## config.mk

```make
export PLATFORM = sky130hd
export DESIGN_NAME = vga_plot_scheduler_flat
export DESIGN_NICKNAME = d
export VERILOG_FILES = /design/src/rtl/vga_pkg.sv /design/src/rtl/vga_plot_scheduler_if.sv /design/src/rtl/vga_plot_scheduler_rr_arbiter.sv /design/src/rtl/vga_plot_scheduler.sv /design/src/flat_wrapper.sv
export SDC_FILE = /design/constraint.sdc
export NUM_CORES = 1
export LEC_CHECK = 0
export CAP_MARGIN = 20
export CORE_MARGIN = 8
export CORE_UTILIZATION = 40
export DETAILED_ROUTE_END_ITERATION = 6
export PLACE_DENSITY = 0.76
export SLEW_MARGIN = 20
export SYNTH_ARGS = -nofsm -noshare
export SYNTH_HDL_FRONTEND = slang
export SYNTH_SLANG_ARGS = --single-unit
```

## constraint.sdc

```tcl
create_clock -name CLOCK_50 -period 2.8 [get_ports CLOCK_50]
set_input_delay 0.84 -clock CLOCK_50 [delete_from_list [all_inputs] [get_ports CLOCK_50]]
set_output_delay 0.84 -clock CLOCK_50 [all_outputs]
set_load 0.005 [all_outputs]
```

## src/rtl/vga_pkg.sv

```systemverilog
// Shared widths, default screen geometry and FSM state encoding for the
// VGA plot scheduler slice.
package vga_pkg;

    localparam int X_W      = 8;
    localparam int Y_W      = 7;
    localparam int C_W      = 3;
    localparam int SCREEN_W = 160;
    localparam int SCREEN_H = 120;

    localparam logic [0:0] ST_CLEAR = 1'b0;
    localparam logic [0:0] ST_ARB   = 1'b1;

endpackage

```

## src/rtl/vga_plot_scheduler_if.sv

```systemverilog
// Pixel requester bus: N_REQ packed pixel sources with a one-hot ready.
// master = drawing requesters, slave = vga_plot_scheduler.
interface vga_plot_scheduler_if #(
    parameter int N_REQ = 2
);
    import vga_pkg::*;

    logic [N_REQ-1:0]     req_valid;
    logic [X_W*N_REQ-1:0] req_x;
    logic [Y_W*N_REQ-1:0] req_y;
    logic [C_W*N_REQ-1:0] req_color;
    logic [N_REQ-1:0]     req_ready;

    modport master (
        output req_valid,
        output req_x,
        output req_y,
        output req_color,
        input  req_ready
    );

    modport slave (
        input  req_valid,
        input  req_x,
        input  req_y,
        input  req_color,
        output req_ready
    );

endinterface

```

## src/rtl/vga_plot_scheduler_rr_arbiter.sv

```systemverilog
// Round-robin arbiter: one-hot grant to the first requester at or above the
// pointer (wrapping), pointer moves just past the winner after each grant.
module rr_arbiter #(
    parameter int N = 2
) (
    input  logic         clk,
    input  logic         rst_n,
    input  logic         enable,
    input  logic [N-1:0] req,
    output logic [N-1:0] grant
);

    localparam int PW = (N > 1) ? $clog2(N) : 1;

    logic [PW-1:0] ptr;
    logic [PW-1:0] win;
    logic [PW-1:0] cand;
    logic          found;
    int unsigned   idx;

    // Search from the pointer upward with wrap; first valid requester wins.
    always_comb begin
        grant = '0;
        found = 1'b0;
        win   = '0;
        cand  = '0;
        idx   = 0;
        if (enable) begin
            for (int unsigned off = 0; off < N; off++) begin
                idx = 32'(ptr) + off;
                if (idx >= N) begin
                    idx = idx - N;
                end
                cand = PW'(idx);
                if (!found && req[cand]) begin
                    grant[cand] = 1'b1;
                    found       = 1'b1;
                    win         = cand;
                end
            end
        end
    end

    // Advance the pointer past the requester that was just granted.
    always_ff @(posedge clk or negedge rst_n) begin
        if (!rst_n) begin
            ptr <= '0;
        end else if (found) begin
            ptr <= (win == PW'(N - 1)) ? '0 : win + 1'b1;
        end
    end

endmodule

```

## src/rtl/vga_plot_scheduler.sv

```systemverilog
// Shares the VGA adapter pixel-write port between N_REQ requesters with
// round-robin arbitration, and paints the whole screen with BG_COLOR after
// reset and on clear_req. Optional macro PLOT_CLIP_EN: drop (and count)
// accepted pixels that fall outside the screen.
module vga_plot_scheduler
    import vga_pkg::*;
#(
    parameter int             N_REQ    = 2,
    parameter int             X_MAX    = SCREEN_W,
    parameter int             Y_MAX    = SCREEN_H,
    parameter logic [C_W-1:0] BG_COLOR = 3'b000
) (
    input  logic                  CLOCK_50,
    input  logic                  Resetn,
    input  logic                  clear_req,
    vga_plot_scheduler_if.slave   req_bus,
    output logic                  busy,
    output logic                  clear_done,
    output logic [15:0]           drop_cnt,
    output logic [X_W-1:0]        VGA_X,
    output logic [Y_W-1:0]        VGA_Y,
    output logic [C_W-1:0]        VGA_COLOR,
    output logic                  plot
);

    localparam logic [X_W-1:0] X_LAST = X_W'(X_MAX - 1);
    localparam logic [Y_W-1:0] Y_LAST = Y_W'(Y_MAX - 1);

    logic [0:0]       state;
    logic [X_W-1:0]   cx;
    logic [Y_W-1:0]   cy;
    logic             arb_en;
    logic [N_REQ-1:0] grant;
    logic             accept;
    logic             clip;
    logic [X_W-1:0]   sel_x;
    logic [Y_W-1:0]   sel_y;
    logic [C_W-1:0]   sel_c;

    // A clear request in ARB pre-empts any simultaneous pixel request.
    assign arb_en = (state == ST_ARB) && !clear_req;

    rr_arbiter #(.N(N_REQ)) u_arb (
        .clk    (CLOCK_50),
        .rst_n  (Resetn),
        .enable (arb_en),
        .req    (req_bus.req_valid),
        .grant  (grant)
    );

    assign req_bus.req_ready = grant;
    assign accept            = |grant;
    assign busy              = (state == ST_CLEAR);

    // Route the granted requester's pixel fields (grant is one-hot).
    always_comb begin
        sel_x = '0;
        sel_y = '0;
        sel_c = '0;
        for (int unsigned i = 0; i < N_REQ; i++) begin
            if (grant[i]) begin
                sel_x = sel_x | req_bus.req_x[X_W*i +: X_W];
                sel_y = sel_y | req_bus.req_y[Y_W*i +: Y_W];
                sel_c = sel_c | req_bus.req_color[C_W*i +: C_W];
            end
        end
    end

`ifdef PLOT_CLIP_EN
    localparam logic [X_W:0] X_LIM = (X_W + 1)'(X_MAX);
    localparam logic [Y_W:0] Y_LIM = (Y_W + 1)'(Y_MAX);

    assign clip = accept && (({1'b0, sel_x} >= X_LIM) || ({1'b0, sel_y} >= Y_LIM));

    // Count clipped pixels, saturating at all-ones.
    always_ff @(posedge CLOCK_50 or negedge Resetn) begin
        if (!Resetn) begin
            drop_cnt <= '0;
        end else if (clip && (drop_cnt != '1)) begin
            drop_cnt <= drop_cnt + 1'b1;
        end
    end
`else
    assign clip     = 1'b0;
    assign drop_cnt = '0;
`endif

    // CLEAR sweeps the screen one pixel per cycle; ARB forwards granted pixels.
    always_ff @(posedge CLOCK_50 or negedge Resetn) begin
        if (!Resetn) begin
            state      <= ST_CLEAR;
            cx         <= '0;
            cy         <= '0;
            VGA_X      <= '0;
            VGA_Y      <= '0;
            VGA_COLOR  <= '0;
            plot       <= 1'b0;
            clear_done <= 1'b0;
        end else begin
            clear_done <= 1'b0;
            case (state)
                ST_CLEAR: begin
                    VGA_X     <= cx;
                    VGA_Y     <= cy;
                    VGA_COLOR <= BG_COLOR;
                    plot      <= 1'b1;
                    if (cx == X_LAST) begin
                        cx <= '0;
                        if (cy == Y_LAST) begin
                            cy         <= '0;
                            state      <= ST_ARB;
                            clear_done <= 1'b1;
                        end else begin
                            cy <= cy + 1'b1;
                        end
                    end else begin
                        cx <= cx + 1'b1;
                    end
                end
                default: begin
                    if (clear_req) begin
                        state <= ST_CLEAR;
                        plot  <= 1'b0;
                    end else if (accept && !clip) begin
                        VGA_X     <= sel_x;
                        VGA_Y     <= sel_y;
                        VGA_COLOR <= sel_c;
                        plot      <= 1'b1;
                    end else begin
                        plot <= 1'b0;
                    end
                end
            endcase
        end
    end

endmodule

```

## src/flat_wrapper.sv

```systemverilog
// flat-port wrapper written by rule: the top's interface ports become plain ports
module vga_plot_scheduler_flat import vga_pkg::*;
#(
    parameter int             N_REQ    = 2,
    parameter int             X_MAX    = SCREEN_W,
    parameter int             Y_MAX    = SCREEN_H,
    parameter logic [C_W-1:0] BG_COLOR = 3'b000
)
  (CLOCK_50, Resetn, clear_req, busy, clear_done, drop_cnt, VGA_X, VGA_Y, VGA_COLOR, plot, req_bus_req_valid, req_bus_req_x, req_bus_req_y, req_bus_req_color, req_bus_req_ready);
  vga_plot_scheduler_if #(.N_REQ(N_REQ)) req_bus_i ();
  input  logic CLOCK_50;
  input  logic Resetn;
  input  logic clear_req;
  output logic busy;
  output logic clear_done;
  output logic [15:0] drop_cnt;
  output logic [X_W-1:0] VGA_X;
  output logic [Y_W-1:0] VGA_Y;
  output logic [C_W-1:0] VGA_COLOR;
  output logic plot;
  input wire logic [$bits(req_bus_i.req_valid)-1:0] req_bus_req_valid;
  input wire logic [$bits(req_bus_i.req_x)-1:0] req_bus_req_x;
  input wire logic [$bits(req_bus_i.req_y)-1:0] req_bus_req_y;
  input wire logic [$bits(req_bus_i.req_color)-1:0] req_bus_req_color;
  output wire logic [$bits(req_bus_i.req_ready)-1:0] req_bus_req_ready;
  assign req_bus_i.req_valid = req_bus_req_valid;
  assign req_bus_i.req_x = req_bus_req_x;
  assign req_bus_i.req_y = req_bus_req_y;
  assign req_bus_i.req_color = req_bus_req_color;
  assign req_bus_req_ready = req_bus_i.req_ready;
  vga_plot_scheduler #(.N_REQ(N_REQ), .X_MAX(X_MAX), .Y_MAX(Y_MAX), .BG_COLOR(BG_COLOR)) u_core (.CLOCK_50(CLOCK_50), .Resetn(Resetn), .clear_req(clear_req), .req_bus(req_bus_i), .busy(busy), .clear_done(clear_done), .drop_cnt(drop_cnt), .VGA_X(VGA_X), .VGA_Y(VGA_Y), .VGA_COLOR(VGA_COLOR), .plot(plot));
endmodule
```

==> impl_metrics.toml, run 1 <==
[sta]
skew_ps = 8.86
fmax_ghz = 0.370
finalHoldViolCount = 0
worst_pin_slew_ps = 829
rsz0062_at_grt = "false"
finalSetupTns_ps = 0
setup_viol = 0
holdWs_ps = 484
min_period_ps = 2700
fin_crit_sh_pct = 96.5
maxSlewHeadroom_pct = 44.7
maxSlewViolCount = 0
setup_slack_ps = 98.6

[clock_tree]
clk_pin_slew_ps = 70
clk_path_buf_depth = 2
clk_latency_ps = 290
cts_max_level = 2
cts_hold_buf = 0
cts_root_buf = "clkbuf_8"
cts_buffers = 5
cts_num_sinks = 37
cts_setup_buffers = 0
cts_tree = "done"

[synth]
synth-compound-area-share_pct = 17.0
syn_area_per_cell_sq_um = 9.58
synth.area.mux_share_pct = 4.09
synth_ff_type = "dfrtp_1"
synth_top_family_by_area = "compound AO/OA/AOI/OAI gates"
yosysMostFrequentCell = "dfrtp_1"
synth_simple_gate_area_share_pct = 16.1
synth_area_leaders = "dfrtp_1, a22oi_1, buf_4"
synth-async-reset-ratio_pct = 100
synth_common_cells = "dfrtp_1, nand2_1, nor2_1"
synthAdderAreaFrac_pct = 1.32
synth.cell_area_sq_mm = 0.00190
yosys.area_share.xor_xnor_pct = 3.23
synth_edf_count = 0
ys_ff_latch = 37
synth_top_cell_area_share_pct = 48.8
yosysWarnings = 0
synthCells = 198
yosysTopAreaCell = "dfrtp_1"
ys_seq_area_share_pct = 48.8
yosys.cell_types.count = 34

[critical_path]
cp.arrival_ps = 1860
required_ps = 1960
critPathMaxFanout = 4
end_kind = "output pin"
reg2reg_depth = 5
startpoint_type = "input pin"
crit_type = "input pin to output pin"

[final_layout]
fin_cells = 320
syn2layout_area_growth_pct = 39.2
nFillCells = 414
diodes = 0
final_util_pct = 56.6
final_area_sq_mm = 0.00264
drive_gt1_share_pct = 8.27
final_nets = 308

[routing]
drc_errors = 0
postRouteAntennaNets = 0
wl_met1_um = 2430
vias = 1662
routed.top_layer = "met4"
initialDrtViolationCount = 111
wl_per_cell_um = 16.5
viasPerCell = 5.19
met2_length_um = 2410
drt-total-wl_um = 5270
dr.pass1.iters = 4
route.met3.wl_um = 359

[global_routing]
grt_pass1_wl_um = 8620
grt_antenna_before_repair = 0
grt_usage_pct = 15.0
grt_overflow_total = 0
grt_max_degree = 38
first_global_vias = 1695

[outcome]
outcome = "finished clean"

[place]
place_congestion = 0.867
dp_hpwl_um = 3860
dp_slack_ps = -297
port_buffers = 63
placed_cell_area_sq_mm = 0.00253
dp_cells = 312

[die]
die-area_sq_mm = 0.00720
start_util_pct = 40.7
rows = 25
die_x_um = 84.9
coreArea_sq_mm = 0.00466
die_h_um = 84.9
ios = 80

[power]
cellPowerDensity_mw_per_mm2 = 581
total_power_mw = 1.53
p_leak_nw = 1.16
peakVddDrop_mv = 0.284

[hold_path]
hold_class = "register to register"
hold-path-cell-count = 1

[flow_run]
drv_cap = 0
==> path summary, 6_finish.rpt <==
check                             start                    to  slack, ps
hold reg to reg            u_core.cx[2]          u_core.cx[2]        480
setup reg to reg           u_core.state          u_core.cy[3]        760
setup / recovery              clear_req  req_bus_req_ready[1]        100
min in group asynchronous        Resetn      u_core.u_arb.ptr        640
max in group asynchronous        Resetn          u_core.cx[7]       1640
hold / removal             u_core.cx[2]          u_core.cx[2]        480
==> registers in the layout, summed over array words and instances, names as in the netlist <==
signal             count
u_core.cy              7
u_core.plot            1
u_core.u_arb.ptr       1
u_core.clear_done      1
u_core.VGA_X           8
u_core.VGA_Y           7
u_core.VGA_COLOR       3
u_core.cx              8
u_core.state           1
==> placed cells by master, fill, tap and decap left out <==
cell type / synthesis / routed
a21oi_1: 16 / 16
a21oi_2: 2 / 2
a22oi_1: 18 / 18
a311oi_1: 1 / 1
a31oi_1: 1 / 1
and2_1: 1 / 1
and4_1: 3 / 3
and4b_1: 1 / 1
buf_2: 3 / 1
buf_4: 18 / 7
bufinv_16: 0 / 1
clkbuf_1: 3 / 1
clkbuf_2: 0 / 2
clkbuf_8: 0 / 6
clkdlybuf4s50_1: 0 / 60
conb_1: 1 / 16
dfrtp_1: 37 / 37
ha_1: 2 / 2
inv_1: 3 / 3
mux2_1: 1 / 1
mux2_2: 1 / 1
mux2_4: 1 / 1
mux2i_1: 4 / 4
nand2_1: 23 / 23
nand3_1: 7 / 7
nand3b_1: 2 / 2
nand4_1: 2 / 2
nand4_2: 1 / 1
nor2_1: 19 / 19
nor2b_1: 3 / 3
nor3_1: 1 / 1
o21ai_0: 12 / 12
o21bai_1: 1 / 1
o22ai_1: 1 / 1
or2_0: 1 / 1
xnor2_1: 4 / 4
xor2_1: 3 / 3
==> kinds of logic (layout without fill, tap and decap cells) <==
logic type / after synthesis / after routing
other: 1 / 16
multiplexers: 7 / 7
adder cells (fa/ha/maj): 2 / 2
buffers and inverters: 28 / 81
AND/OR/NAND/NOR: 64 / 64
XOR/XNOR: 7 / 7
flip-flops: 37 / 37
AO/OA/AOI/OAI: 52 / 52
==> worst max-delay path, cell delays in order <==
cell,delay (ps)
clkdlybuf4s50_1,440
nand3b_1,200
a21oi_2,210
clkbuf_2,160
==> layer usage <==
layer  track usage [%]  vias up
li1                  -      794
met1              18.7      799
met2              23.9       61
met3              4.05        8
met4              5.83        0
met5                 0        -
==> layout make-up <==
type                            count  area, sq um  share of cell area (%)
Multi-Input combinational cell    148          851                    32.2
Tap cell                           54         67.6                    2.56
Clock inverter                      1         30.0                    1.14
Sequential cell                    37          926                    35.1
Timing Repair Buffer               70          668                    25.3
Clock buffer                        7         86.3                    3.27
Inverter                            3         11.3                   0.427
==> power breakdown <==
group          leakage, nW  switching [mW]  internal (mW)
clock               0.0585           0.190          0.290
combinational        0.614           0.133          0.209
sequential           0.483          0.0820          0.628
total                 1.16           0.406           1.13
==> timing repair <==
| action | in CTS | in global routing |
|---|---|---|
| endpoints found under the hold margin | 0 | 0 |
| resized for setup | 3 | 3 |
| endpoints found under the setup margin | 2 | 2 |
Note: power is estimated with default switching activity, not from simulation.
==> run 2, diff against run 1 <==
Settings changed: CORE_ASPECT_RATIO set to 1.2.
==> run 2 against run 1 <==
Register-to-register slack lost 20 ps; via count decreased by 0.78%; first-iteration DRC count down 6.3%; highest routed layer unchanged; sequential cell count is the same; core utilization up 0.35 points; combinational power rose by 1%; non-clock buffer count increased by 1; power fell by 8.2%; count of clock-buffer cells in the layout decreased by 1; fmax rose by 1.6%; global-route usage is 1.0 points lower.
==> impl_metrics.toml, run 2 (synthesis gave the netlist of run 1 again) <==
[outcome]
outcome = "finished clean"

[critical_path]
cp.arrival_ps = 1820
worstPathCellList = "clkdlybuf4s50_1, nand3b_1, a21oi_2, clkbuf_2"
crit_type = "input pin to output pin"
cpLargestDelayFamily = "buffers and inverters"
crit_slowest_cell = "clkdlybuf4s50_1"
critPathMaxFanout = 3
crit_buf_inv = 2
required_ps = 1960
reg2reg_slack_ps = 740
r2r-start = "u_core.state"
r2r_end = "u_core.cy[3]"
crit_start = "clear_req"
reg2reg_depth = 5
max_stage_delay_ps = 420
end_kind = "output pin"
startpoint_type = "input pin"

[sta]
setup_viol = 0
finalSetupTns_ps = 0
finalHoldViolCount = 0
skew_ps = 4.79
maxSlewHeadroom_pct = 46.3
rsz0062_at_grt = "false"
min_period_ps = 2660
holdWs_ps = 492
maxSlewViolCount = 0
worst_pin_slew_ps = 805
fmax_ghz = 0.376
fin_crit_sh_pct = 95.0

[routing]
drc_errors = 0
wl_per_cell_um = 15.4
drt-total-wl_um = 5010
postRouteAntennaNets = 0
vias = 1649
dr.pass1.iters = 4
viasPerCell = 5.07
initialDrtViolationCount = 104

[clock_tree]
clk_path_buf_depth = 2
cts_num_sinks = 37
clk_latency_ps = 280
cts_max_level = 2
clk_pin_slew_ps = 70
cts_tree = "done"
cts_root_buf = "clkbuf_8"
cts_setup_buffers = 0
cts_buffers = 5

[die]
ios = 80
die_h_um = 91.4
coreArea_sq_mm = 0.00459
die_x_um = 78.9
rows = 27
die-area_sq_mm = 0.00721
start_util_pct = 41.3

[power]
peakVddDrop_mv = 0.259
p_leak_nw = 1.15
cellPowerDensity_mw_per_mm2 = 538

[global_routing]
grt_pass1_wl_um = 8110
grt_antenna_before_repair = 0
grt_max_degree = 38
grt_usage_pct = 13.9
grt_overflow_total = 0
first_global_vias = 1685

[flow_run]
drv_cap = 0

[final_layout]
final_area_sq_mm = 0.00262
layout_commonest_cell = "clkdlybuf4s50_1"
layout_common_cells = "clkdlybuf4s50_1, dfrtp_1, nand2_1"
diodes = 0
syn2layout_area_growth_pct = 38.1
top_regs = "u_core.VGA_X: 8 flops, u_core.cx: 8 flops"
final_nets = 309
drive_gt1_share_pct = 8.61
fin_cells = 325

[place]
dp_cells = 317
place_congestion = 0.762
port_buffers = 63
placed_cell_area_sq_mm = 0.00255
dp_hpwl_um = 3750

[hold_path]
hold_end = "u_core.cx[2]"
hold-path-cell-count = 1
holdCritStartpoint = "u_core.cx[2]"
hold_class = "register to register"
[run 2: final cells by class]
class                      count  area, sq um
sequential                    37          926
clock buffer                   6         72.6
tap                           58         72.6
multi-input combinational    148          851
timing repair buffer          71          676
clock inverter                 2         10.0
fill                         433         1980
inverter                       3         11.3
[run 2: how the worst max path moves through the flow]
stage	endpoint	slack [ps]	cells after the start
2_1_floorplan	req_bus_req_ready[1]	440	3
3_3_place_gp	req_bus_req_ready[1]	-240	4
3_5_place_dp	req_bus_req_ready[0]	-250	4
4_1_cts	req_bus_req_ready[0]	30	4
5_1_grt	req_bus_req_ready[1]	80	4
6_report	req_bus_req_ready[1]	140	4
[run 2: routing by layer]
metal	track usage, %	routed length, um
met2	23.0	2410
met1	16.8	2160
met4	5.42	74
met5	0	0
met3	3.75	369
[run 2: worst reg2reg max path, stage by stage (launching register included)]
cell and delay, ps:
dfrtp_1 400, buf_4 220, and4b_1 390, and4_1 480
nand4_2 150, mux2_4 310
[run 2: what timing repair did]
| action | in CTS | in global routing |
|---|---|---|
| resized for setup | 2 | 4 |
| hold buffers | 0 | 0 |
| pin swaps | 0 | 0 |
| gates cloned | 0 | 0 |
| endpoints found under the hold margin | 0 | 0 |
| setup endpoints to repair | 2 | 2 |
[run 2: power breakdown]
group	leakage, nW	internal [mW]	total, mW	switching [mW]
logic	0.619	0.210	0.346	0.136
clock network	0.0450	0.172	0.352	0.180
registers	0.483	0.629	0.710	0.0809
[run 2: stage by stage]
| stage | power [mW] | util [%] | setup WS [ps] |
|---|---|---|---|
| floorplan | 0.881 | - | 436 |
| CTS | 1.42 | 57.2 | 25.7 |
| global route | 1.50 | 57.0 | 77.5 |
| detailed placement | 1.07 | 55.4 | -253 |
| global placement | 1.05 | 55.4 | -238 |
| finish | 1.41 | 57.0 | 141 |
==> run 3, diff against run 2 <==
==> constraint.sdc (replaced) <==
create_clock -name CLOCK_50 -period 2.8 [get_ports CLOCK_50]
set_input_delay 0.42 -clock CLOCK_50 [delete_from_list [all_inputs] [get_ports CLOCK_50]]
set_output_delay 0.42 -clock CLOCK_50 [all_outputs]
set_load 0.005 [all_outputs]
==> run 3 against run 2 <==
Count of clock-buffer cells in the layout stayed put; cell count fell by 0.62%; global-route usage is 0.58 points higher; non-clock buffer count is 2 lower; combinational power about the same.
==> impl_metrics.toml, run 3 (synthesis gave the netlist of run 1 again) <==
[sta]
setup_viol = 0
worst_pin_slew_ps = 806
setup_slack_ps = 559
min_period_ps = 2240
fin_crit_sh_pct = 80.0
fmax_ghz = 0.446
holdWs_ps = 216
maxSlewHeadroom_pct = 46.3
finalHoldViolCount = 0
skew_ps = 9.63
maxSlewViolCount = 0
rsz0062_at_grt = "false"
finalSetupTns_ps = 0

[routing]
initialDrtViolationCount = 109
met2_length_um = 2500
wl_per_cell_um = 15.9
drc_errors = 0
postRouteAntennaNets = 0
route.met3.wl_um = 292
dr.pass1.iters = 4
routed.top_layer = "met4"
wl_met1_um = 2250
viasPerCell = 5.07
drt-total-wl_um = 5130
vias = 1639

[clock_tree]
cts_root_buf = "clkbuf_8"
clk_pin_slew_ps = 70
clk_path_buf_depth = 2
cts_max_level = 2
cts_hold_buf = 0
postCtsResizedCells = 0
cts_tree = "done"
cts_setup_buffers = 0
cts_buffers = 5
clk_latency_ps = 290
cts_num_sinks = 37

[critical_path]
crit_buf_inv = 2
crit_type = "input pin to output pin"
end_kind = "output pin"
startpoint_type = "input pin"
worstPathCellList = "clkdlybuf4s50_1, nand3b_1, a21oi_2, clkdlybuf4s50_1"
cpLargestDelayFamily = "buffers and inverters"
critPathCapture = "req_bus_req_ready[1]"
critPathMaxFanout = 4
r2r-start = "u_core.state"
cpMostUsedCell = "clkdlybuf4s50_1"
max_stage_delay_ps = 560
required_ps = 2380
reg2reg_slack_ps = 870
crit_slowest_cell = "clkdlybuf4s50_1"
crit_start = "clear_req"
crit_cells = 4
reg2reg_depth = 5
cp.arrival_ps = 1820
r2r_end = "u_core.cy[3]"

[global_routing]
first_global_vias = 1740
grt_pass1_wl_um = 8390
grt_usage_pct = 14.5
grt_overflow_total = 0
grt_antenna_before_repair = 0
grt_max_degree = 38

[outcome]
outcome = "finished clean"

[final_layout]
fin_cells = 323
drive_gt1_share_pct = 7.17
layout_commonest_cell = "clkdlybuf4s50_1"
diodes = 0
final_nets = 307
syn2layout_area_growth_pct = 37.8
layout_common_cells = "clkdlybuf4s50_1, dfrtp_1, nand2_1"
final_util_pct = 56.9
top_regs = "u_core.VGA_X: 8 flops, u_core.cx: 8 flops"

[power]
cellPowerDensity_mw_per_mm2 = 539
seqPwrFrac_pct = 50.4
p_leak_nw = 1.13
swShare_pct = 28.5
clockPowerShare_pct = 25.3
p_sw_mw = 0.402
power.share.combinational_pct = 24.3
p_int_mw = 1.01
peakVddDrop_mv = 0.238

[die]
die_h_um = 91.4
start_util_pct = 41.3
ios = 80
die_x_um = 78.9
rows = 27
coreArea_sq_mm = 0.00459
die-area_sq_mm = 0.00721

[place]
dp_slack_ps = 565
dp_hpwl_um = 3840
place_congestion = 0.816
port_buffers = 63
dp_cells = 315

[hold_path]
hold_class = "input pin to async pin"

[flow_run]
drv_cap = 0
## run 3: layout make-up
class	count	area, sq um
inverter	3	11.3
multi-input combinational	148	851
tap	58	72.6
clock inverter	2	10.0
fill	440	1980
clock buffer	6	72.6
sequential	37	926
timing repair buffer	69	671
## run 3: worst min path at each step
stage	from	cells after the start	end	slack, ps
global route	Resetn	1	u_core.VGA_Y[4]	280
detailed placement	u_core.cx[2]	1	u_core.cx[2]	480
floorplan	Resetn	0	u_core.VGA_COLOR[0]	120
CTS	Resetn	1	u_core.VGA_Y[4]	240
global placement	u_core.cx[2]	1	u_core.cx[2]	470
finish	Resetn	1	u_core.VGA_Y[4]	220
## run 3: through the flow
step	area (sq um)	total power, mW
after floorplan	1950	0.881
after global placement	2530	1.05
after detailed placement	2530	1.07
after CTS	2610	1.43
after global routing	2610	1.50
final	2610	1.41
## run 3: power by group through the flow
stage                     Clock, mW  Combinational (mW)  Sequential (mW)
after floorplan                   0               0.171            0.710
after global placement            0               0.337            0.715
after detailed placement          0               0.346            0.720
after CTS                     0.368               0.349            0.710
after global routing          0.394               0.384            0.725
final                         0.357               0.343            0.711
## run 3: per-layer routing
layer / GRT usage, % / up-vias
met2: 23.9 / 51
met3: 3.45 / 6
met1: 17.4 / 785
met4: 6.35 / 0
met5: 0 / -
li1: - / 797
